==> config.mk <==
export PLATFORM = sky130hd
export DESIGN_NAME = hs_rx_fifo
export DESIGN_NICKNAME = d
export VERILOG_FILES = /design/src/rtl/hs_rx_fifo.sv
export SDC_FILE = /design/constraint.sdc
export NUM_CORES = 1
export LEC_CHECK = 0
export ABC_AREA = 1
export CAP_MARGIN = 20
export CORE_MARGIN = 4
export CORE_UTILIZATION = 50
export DETAILED_ROUTE_END_ITERATION = 12
export PLACE_DENSITY_LB_ADDON = 0.08
export SLEW_MARGIN = 20
export SYNTH_ARGS = -nofsm -noshare
export SYNTH_HDL_FRONTEND = slang
export SYNTH_SLANG_ARGS = --single-unit
==> constraint.sdc <==
create_clock -name clk -period 4.7 [get_ports clk]
set_input_delay 1.175 -clock clk [delete_from_list [all_inputs] [get_ports clk]]
set_output_delay 1.175 -clock clk [all_outputs]
set_load 0.03 [all_outputs]
==> src/rtl/hs_rx_fifo.sv <==
// rtl/hs_rx_fifo.sv - first-word fall-through receive FIFO with registered ready/valid
//
// Optional feature macro: HS_RX_XFER_CNT_EN adds the xfer_cnt pop counter output.
//
// Parameters
//   DATA_W    payload width in bits (1..64)
//   DEPTH     number of entries, power of two (2..64)
// Ports
//   clk        single clock, rising edge
//   rst        asynchronous active-high reset
//   in_data    upstream payload
//   in_valid   upstream offers in_data
//   in_ready   FIFO can accept a word this cycle (registered decode)
//   out_data   head entry, zero whenever the FIFO is empty
//   out_valid  out_data holds a valid word
//   out_ready  downstream accepts out_data this cycle
//   count      number of words held
//   xfer_cnt   (HS_RX_XFER_CNT_EN only) wrapping count of pops

module hs_rx_fifo #(
    parameter int DATA_W = 16,
    parameter int DEPTH  = 4,
    localparam int CW    = $clog2(DEPTH + 1),
    localparam int PW    = $clog2(DEPTH)
) (
    input  logic              clk,
    input  logic              rst,
    input  logic [DATA_W-1:0] in_data,
    input  logic              in_valid,
    output logic              in_ready,
    output logic [DATA_W-1:0] out_data,
    output logic              out_valid,
    input  logic              out_ready,
    output logic [CW-1:0]     count
`ifdef HS_RX_XFER_CNT_EN
    ,
    output logic [15:0]       xfer_cnt
`endif
);

    localparam logic [CW-1:0] FULL_CNT = CW'(DEPTH);

    logic [DATA_W-1:0] mem_q [DEPTH];
    logic [PW-1:0]     wr_ptr_q, wr_ptr_d;
    logic [PW-1:0]     rd_ptr_q, rd_ptr_d;
    logic [CW-1:0]     count_q, count_d;
    logic              push;
    logic              pop;

    // Handshake flags come only from count_q, so a pop at the full boundary
    // cannot open in_ready in the same cycle.
    assign in_ready  = (count_q != FULL_CNT);
    assign out_valid = (count_q != '0);
    assign count     = count_q;

    assign push = in_valid && in_ready;
    assign pop  = out_valid && out_ready;

    // Storage is not reset; gating on out_valid keeps out_data at zero while
    // empty, which also hides any stale pre-reset contents.
    assign out_data = out_valid ? mem_q[rd_ptr_q] : '0;

    // Pointers are exactly PW bits wide, so +1 wraps DEPTH-1 -> 0 naturally.
    always_comb begin
        wr_ptr_d = wr_ptr_q;
        rd_ptr_d = rd_ptr_q;
        count_d  = count_q;
        if (push) begin
            wr_ptr_d = wr_ptr_q + 1'b1;
        end
        if (pop) begin
            rd_ptr_d = rd_ptr_q + 1'b1;
        end
        unique case ({push, pop})
            2'b10:   count_d = count_q + 1'b1;
            2'b01:   count_d = count_q - 1'b1;
            default: count_d = count_q;
        endcase
    end

    always_ff @(posedge clk or posedge rst) begin
        if (rst) begin
            wr_ptr_q <= '0;
            rd_ptr_q <= '0;
            count_q  <= '0;
        end else begin
            wr_ptr_q <= wr_ptr_d;
            rd_ptr_q <= rd_ptr_d;
            count_q  <= count_d;
        end
    end

    always_ff @(posedge clk) begin
        if (push) begin
            mem_q[wr_ptr_q] <= in_data;
        end
    end

`ifdef HS_RX_XFER_CNT_EN
    logic [15:0] xfer_cnt_q, xfer_cnt_d;

    always_comb begin
        xfer_cnt_d = xfer_cnt_q;
        if (pop) begin
            xfer_cnt_d = xfer_cnt_q + 16'd1;
        end
    end

    always_ff @(posedge clk or posedge rst) begin
        if (rst) begin
            xfer_cnt_q <= '0;
        end else begin
            xfer_cnt_q <= xfer_cnt_d;
        end
    end

    assign xfer_cnt = xfer_cnt_q;
`endif

endmodule

==> results.sh, run 1 <==
export IMPL_outcome="complete, no violations"
export IMPL_synth_fp_nets=336
export IMPL_synth_cell_types=19
export IMPL_dp_hpwl_mm=3.78
export IMPL_netlist_instances=310
export IMPL_fin_worst_skew_ps=10.9
export IMPL_yosys_register_bits=71
export IMPL_nets=381
export IMPL_syn_mean_instance_area_um2=10.3
export IMPL_ant_nets=0
export IMPL_layout_core_utilization_pct=63.5
export IMPL_p_leak_nw=1.72
export IMPL_synth_area_mm2=0.00320
export IMPL_r2r_setup_slack_ps=2710
export IMPL_drcViolationCount=0
export IMPL_cts_hold_buffers=0
export IMPL_timing_critical_path_arrival_ps=2340
export IMPL_synth_xor_area_share_pct=0.548
export IMPL_top_level_ports=41
export IMPL_cts_sinks=71
export IMPL_hold_viol=0
export IMPL_design_core_area_mm2=0.00606
export IMPL_post_cts_repair_setup_buffers=0
export IMPL_num_vias=2080
export IMPL_fin_total_pwr_mw=2.64
export IMPL_vdd_ir_drop_worst_mv=0.401
export IMPL_final_setup_tns_ps=0
export IMPL_area_growth_pct=20.3
export IMPL_holdCritPathClass="flip-flop to flip-flop"
export IMPL_die_w_um=88.0
export IMPL_insertedDiodeCount=0
export IMPL_rr_worst_depth=10
export IMPL_unrepaired_setup_endpoints_after_global_routing="no"
export IMPL_synth_compound_area_share_pct=2.82
export IMPL_tightest_slew_ps=796
export IMPL_synth_seq_area_share_pct=65.5
export IMPL_floorplan_die_area_mm2=0.00774
export IMPL_worst_slew_slack_as_a_fraction_of_its_limit_pct=46.9
export IMPL_post_route_cell_area_mm2=0.00385
export IMPL_endpoint_kind="output pin"
export IMPL_antenna_found_initial=0
export IMPL_placedInstanceArea_mm2=0.00364
export IMPL_netlist_top_cells_area="edfxtp_1 (60%), inv_1 (9.0%), nand2_1 (9.0%)"
export IMPL_synth_simple_area_share_pct=16.0
export IMPL_die_height_um=88.0
export IMPL_synth_fa_ha_area_share_pct=2.58
export IMPL_ctsRootBufferMaster="clkbuf_8"
export IMPL_viasPerCell=4.79
export IMPL_n_fill_cell=492
export IMPL_required_time_of_the_critical_path_ps=3520
export IMPL_row_count=28
export IMPL_slew_violations=0
export IMPL_worst_r2r_endpoint="count[2]"
export IMPL_maxClockFrequency_mhz=284
export IMPL_critical_path_startpoint="rd_ptr_q[1]"
export IMPL_drv_max_cap_violation_count=0
export IMPL_pin_count_of_the_biggest_net_entering_global_routing=34
export IMPL_global_route_usage_total_pct=17.8
export IMPL_rr_startpoint="count[1]"
export IMPL_clkLatencyLatePin_ps=340
export IMPL_floorplan_initialDensity_pct=52.8
export IMPL_routability_cong=0.747
export IMPL_fin_crit_ps=3520
export IMPL_synth_ff_type="edfxtp_1"
export IMPL_drt_first_pass_iters=4
export IMPL_synth_top_cell_area_share_pct=60.1
export IMPL_synth_edff_count=64
export IMPL_clk_transition_reported_paths_ps=70
export IMPL_cts_max_path_bufs=2
export IMPL_synth_top_family_by_area="simple AND/OR/NAND/NOR gates"
export IMPL_async_sr_flop_fraction_pct=9.86
export IMPL_path_max_fanout=19
export IMPL_fin_crit_sh_pct=74.8
export IMPL_layout_common_cells="inv_1 (77), nand2_1 (77), edfxtp_1 (64), clkdlybuf4s50_1 (40), nand3_1 (37)"
export IMPL_cts_buffers=9
export IMPL_post_synth_top_area_cell="edfxtp_1"
export IMPL_final_layout_size_suffix_gt1_share_pct=6.96
export IMPL_clock_tree_htree_level_count=3
export IMPL_setup_worst_path_end="out_data[13]"
export IMPL_post_drt_wl_per_cell_um=14.1
export IMPL_critPathKind="flip-flop to output pin"
export IMPL_grt_pass1_vias=2027
export IMPL_first_pass_grt_wire_length_mm=10.1
export IMPL_crit_path_start_kind="flip-flop"
export IMPL_cts_tree="built"
export IMPL_cts_resized_gates=0
export IMPL_share_of_synthesized_area_spent_on_multiplexers_pct=0
export IMPL_power_density_mw_per_mm2=686
export IMPL_postRouteWirelength_mm=6.14
export IMPL_setup_failing_eps_final=0
export IMPL_detail_route_iter0_violations=108
export IMPL_yosysWarningCount=0
export IMPL_buffer_ports_inserted=40
export IMPL_globalRoute_totalOverflow=0
## where the power goes
part | total [mW] | switching [mW] | internal (mW)
clock | 0.516 | 0.221 | 0.295
combinational | 1.20 | 0.758 | 0.440
sequential | 0.928 | 0.0900 | 0.838
total | 2.64 | 1.07 | 1.57
## critical path: stages (launching register included)
cell and delay [ps]:
dfrtp_1 680, inv_4 330, nand3_1 110, a21oi_1 190, clkdlybuf4s50_1 700
## sequential cells by signal, indices dropped and copies added (netlist names)
register and cells:
count 3, mem_q 64, rd_ptr_q 2, wr_ptr_q 2
## routing by layer
metal,track usage [%],vias up,wire [um]
li1,-,1061,-
met1,23.7,972,2810
met2,28.2,37,2990
met3,3.29,10,222
met4,8.37,0,119
met5,0,-,0
## per-stage QoR
stage	std cells	setup slack [ps]	hold WS [ps]
floorplan	310	1910	492
global placement	419	1570	498
detailed placement	419	1550	515
CTS	434	1170	527
global route	434	963	541
finish	434	1180	520
## cell type report
type	count	area, um^2	area share [%]
inverters	81	309	8.03
multi-input cells	147	702	18.2
repair buffers	45	438	11.4
clock inverters	6	85.1	2.21
flip-flops and latches	71	2100	54.5
well taps	75	93.8	2.44
clock buffers	9	124	3.22
## cell usage after synthesis (2+ instances only)
master,number
buf_2,4
xnor2_1,2
inv_4,2
buf_4,2
inv_2,2
edfxtp_1,64
buf_6,5
inv_1,77
a21oi_1,16
nand2_1,77
dfrtp_1,7
nor2_1,4
o21ai_0,2
ha_1,5
nand3_1,37
## worst min-delay path by stage
stage | to | depth (start not counted) | from
2_1_floorplan | wr_ptr_q[1] | 2 | wr_ptr_q[1]
3_3_place_gp | count[1] | 2 | count[1]
3_5_place_dp | count[0] | 1 | count[0]
4_1_cts | count[0] | 1 | count[0]
5_1_grt | count[0] | 1 | count[0]
6_report | count[0] | 1 | count[0]
## kinds of logic after synthesis
| logic type | Yosys count |
|---|---|
| AO/OA/AOI/OAI | 18 |
| XOR/XNOR | 2 |
| adder cells (fa/ha/maj) | 6 |
| buffers and inverters | 92 |
| flip-flops | 71 |
| AND/OR/NAND/NOR | 121 |
No activity file was read; power rests on OpenSTA's default activity.
==> inputs of run 2 (changes only) <==
--- a/config.mk
+++ b/config.mk
@@ -8,7 +8,7 @@
 export ABC_AREA = 1
 export CAP_MARGIN = 20
 export CORE_MARGIN = 4
-export CORE_UTILIZATION = 50
+export CORE_UTILIZATION = 49
 export DETAILED_ROUTE_END_ITERATION = 12
 export PLACE_DENSITY_LB_ADDON = 0.08
 export SLEW_MARGIN = 20
==> constraint.sdc (replaced) <==
create_clock -name clk -period 2.9 [get_ports clk]
set_input_delay 0.725 -clock clk [delete_from_list [all_inputs] [get_ports clk]]
set_output_delay 0.725 -clock clk [all_outputs]
set_load 0.03 [all_outputs]
==> results.sh, run 2 (synthesized netlist as in run 1, its figures left out) <==
export IMPL_cts_sinks=71
export IMPL_routability_cong=0.767
export IMPL_setup_failing_eps_final=0
export IMPL_clock_tree_htree_level_count=3
export IMPL_sequential_share_of_power_pct=36.8
export IMPL_die_height_um=88.8
export IMPL_required_time_of_the_critical_path_ps=2170
export IMPL_die_w_um=88.8
export IMPL_floorplan_initialDensity_pct=50.4
export IMPL_nets=385
export IMPL_clkLatencyLatePin_ps=330
export IMPL_critPathKind="flip-flop to output pin"
export IMPL_clk_transition_reported_paths_ps=70
export IMPL_largest_register_ffs=64
export IMPL_area_growth_pct=18.5
export IMPL_whs_path_depth=1
export IMPL_maxClockFrequency_mhz=384
export IMPL_antenna_found_initial=0
export IMPL_pwr_share_clk_pct=16.0
export IMPL_path_max_fanout=33
export IMPL_timing_critical_path_arrival_ps=1880
export IMPL_p_comb_share_pct=47.2
export IMPL_global_route_usage_total_pct=17.3
export IMPL_hold_viol=0
export IMPL_tightest_slew_ps=571
export IMPL_drt_first_pass_iters=6
export IMPL_vdd_ir_drop_worst_mv=0.686
export IMPL_ant_nets=0
export IMPL_largest_register="mem_q"
export IMPL_viasPerCell=4.83
export IMPL_design_core_area_mm2=0.00635
export IMPL_top_level_ports=41
export IMPL_cts_tree="built"
export IMPL_p_leak_nw=1.73
export IMPL_post_drt_wl_per_cell_um=14.0
export IMPL_fin_worst_skew_ps=10.3
export IMPL_worst_slew_slack_as_a_fraction_of_its_limit_pct=61.9
export IMPL_outcome="complete, no violations"
export IMPL_drv_max_cap_violation_count=0
export IMPL_globalRoute_totalOverflow=0
export IMPL_fin_crit_ps=2610
export IMPL_unrepaired_setup_endpoints_after_global_routing="no"
export IMPL_row_count=29
export IMPL_final_layout_size_suffix_gt1_share_pct=11.8
export IMPL_p_switching_mw=1.74
export IMPL_switching_share_of_power_pct=42.7
export IMPL_endpoint_kind="output pin"
export IMPL_cts_buffers=9
export IMPL_slew_violations=0
export IMPL_num_vias=2128
export IMPL_first_pass_grt_wire_length_mm=9.84
export IMPL_rr_worst_depth=10
export IMPL_post_place_cells=425
export IMPL_detail_route_iter0_violations=129
export IMPL_postRouteWirelength_mm=6.15
export IMPL_finalNonFillerCells=441
export IMPL_dp_hpwl_mm=3.92
export IMPL_buffer_ports_inserted=40
export IMPL_cts_max_path_bufs=2
export IMPL_insertedDiodeCount=0
export IMPL_crit_path_start_kind="flip-flop"
export IMPL_pin_count_of_the_biggest_net_entering_global_routing=34
export IMPL_fin_crit_sh_pct=89.8
export IMPL_post_cts_repair_setup_buffers=0
export IMPL_cts_resized_gates=0
export IMPL_floorplan_die_area_mm2=0.00789
export IMPL_power_density_mw_per_mm2=1070
export IMPL_layout_common_cells="inv_1 (77), nand2_1 (77), edfxtp_1 (64), nand3_1 (37), buf_4 (25)"
export IMPL_drcViolationCount=0
export IMPL_intPower_mw=2.33
export IMPL_final_setup_tns_ps=0
export IMPL_ctsRootBufferMaster="clkbuf_8"
export IMPL_holdCritPathClass="flip-flop to flip-flop"
export IMPL_grt_pass1_vias=2032
export IMPL_cts_hold_buffers=0
## run 2: power by group through the flow
stage                     clock [mW]  sequential, mW  combinational, mW
final                          0.651            1.49               1.92
after global routing           0.716            1.52               2.11
after CTS                      0.674            1.50               1.95
after detailed placement           0            1.52               1.94
after global placement             0            1.51               1.92
after floorplan                    0            1.49               1.35
## run 2: per-layer routing
metal	GRT usage, %	vias up	part of all wire, %
met1	20.9	1008	44
li1	-	1071	-
met5	0	-	0
met4	6.46	0	0.96
met3	5.49	7	5.1
met2	29.0	42	50
## run 2: worst max-delay path: stages, from the launching register on
cell and delay (ps):
dfrtp_1 670, inv_4 270, nand2_1 120, nand3_1 70
a21oi_1 220, buf_4 200
## run 2: worst paths after layout
check / from / endpoint / slack [ps]
setup / recovery: rd_ptr_q[0] / out_data[14] / 290
hold / removal: count[0] / count[0] / 530
setup reg to reg: count[1] / count[2] / 980
hold reg to reg: count[0] / count[0] / 530
max in group asynchronous: rst / rd_ptr_q[0] / 2030
min in group asynchronous: rst / count[1] / 630
## run 2: layout make-up
class,instances,area [um^2]
inverters,81,309
clock inverters,4,22.5
clock buffers,12,135
flip-flops and latches,71,2100
multi-input cells,147,702
well taps,77,96.3
fillers,528,2560
repair buffers,49,428
## run 2: stage by stage
step	power, mW	setup slack [ps]	hold slack, ps	cell area (um^2)	util (%)
after floorplan	2.83	561	492	3200	-
after global placement	3.43	562	501	3630	57.2
after detailed placement	3.46	511	515	3630	57.2
after CTS	4.12	270	531	3790	59.7
after global routing	4.35	150	564	3790	59.7
final	4.06	295	528	3790	59.7
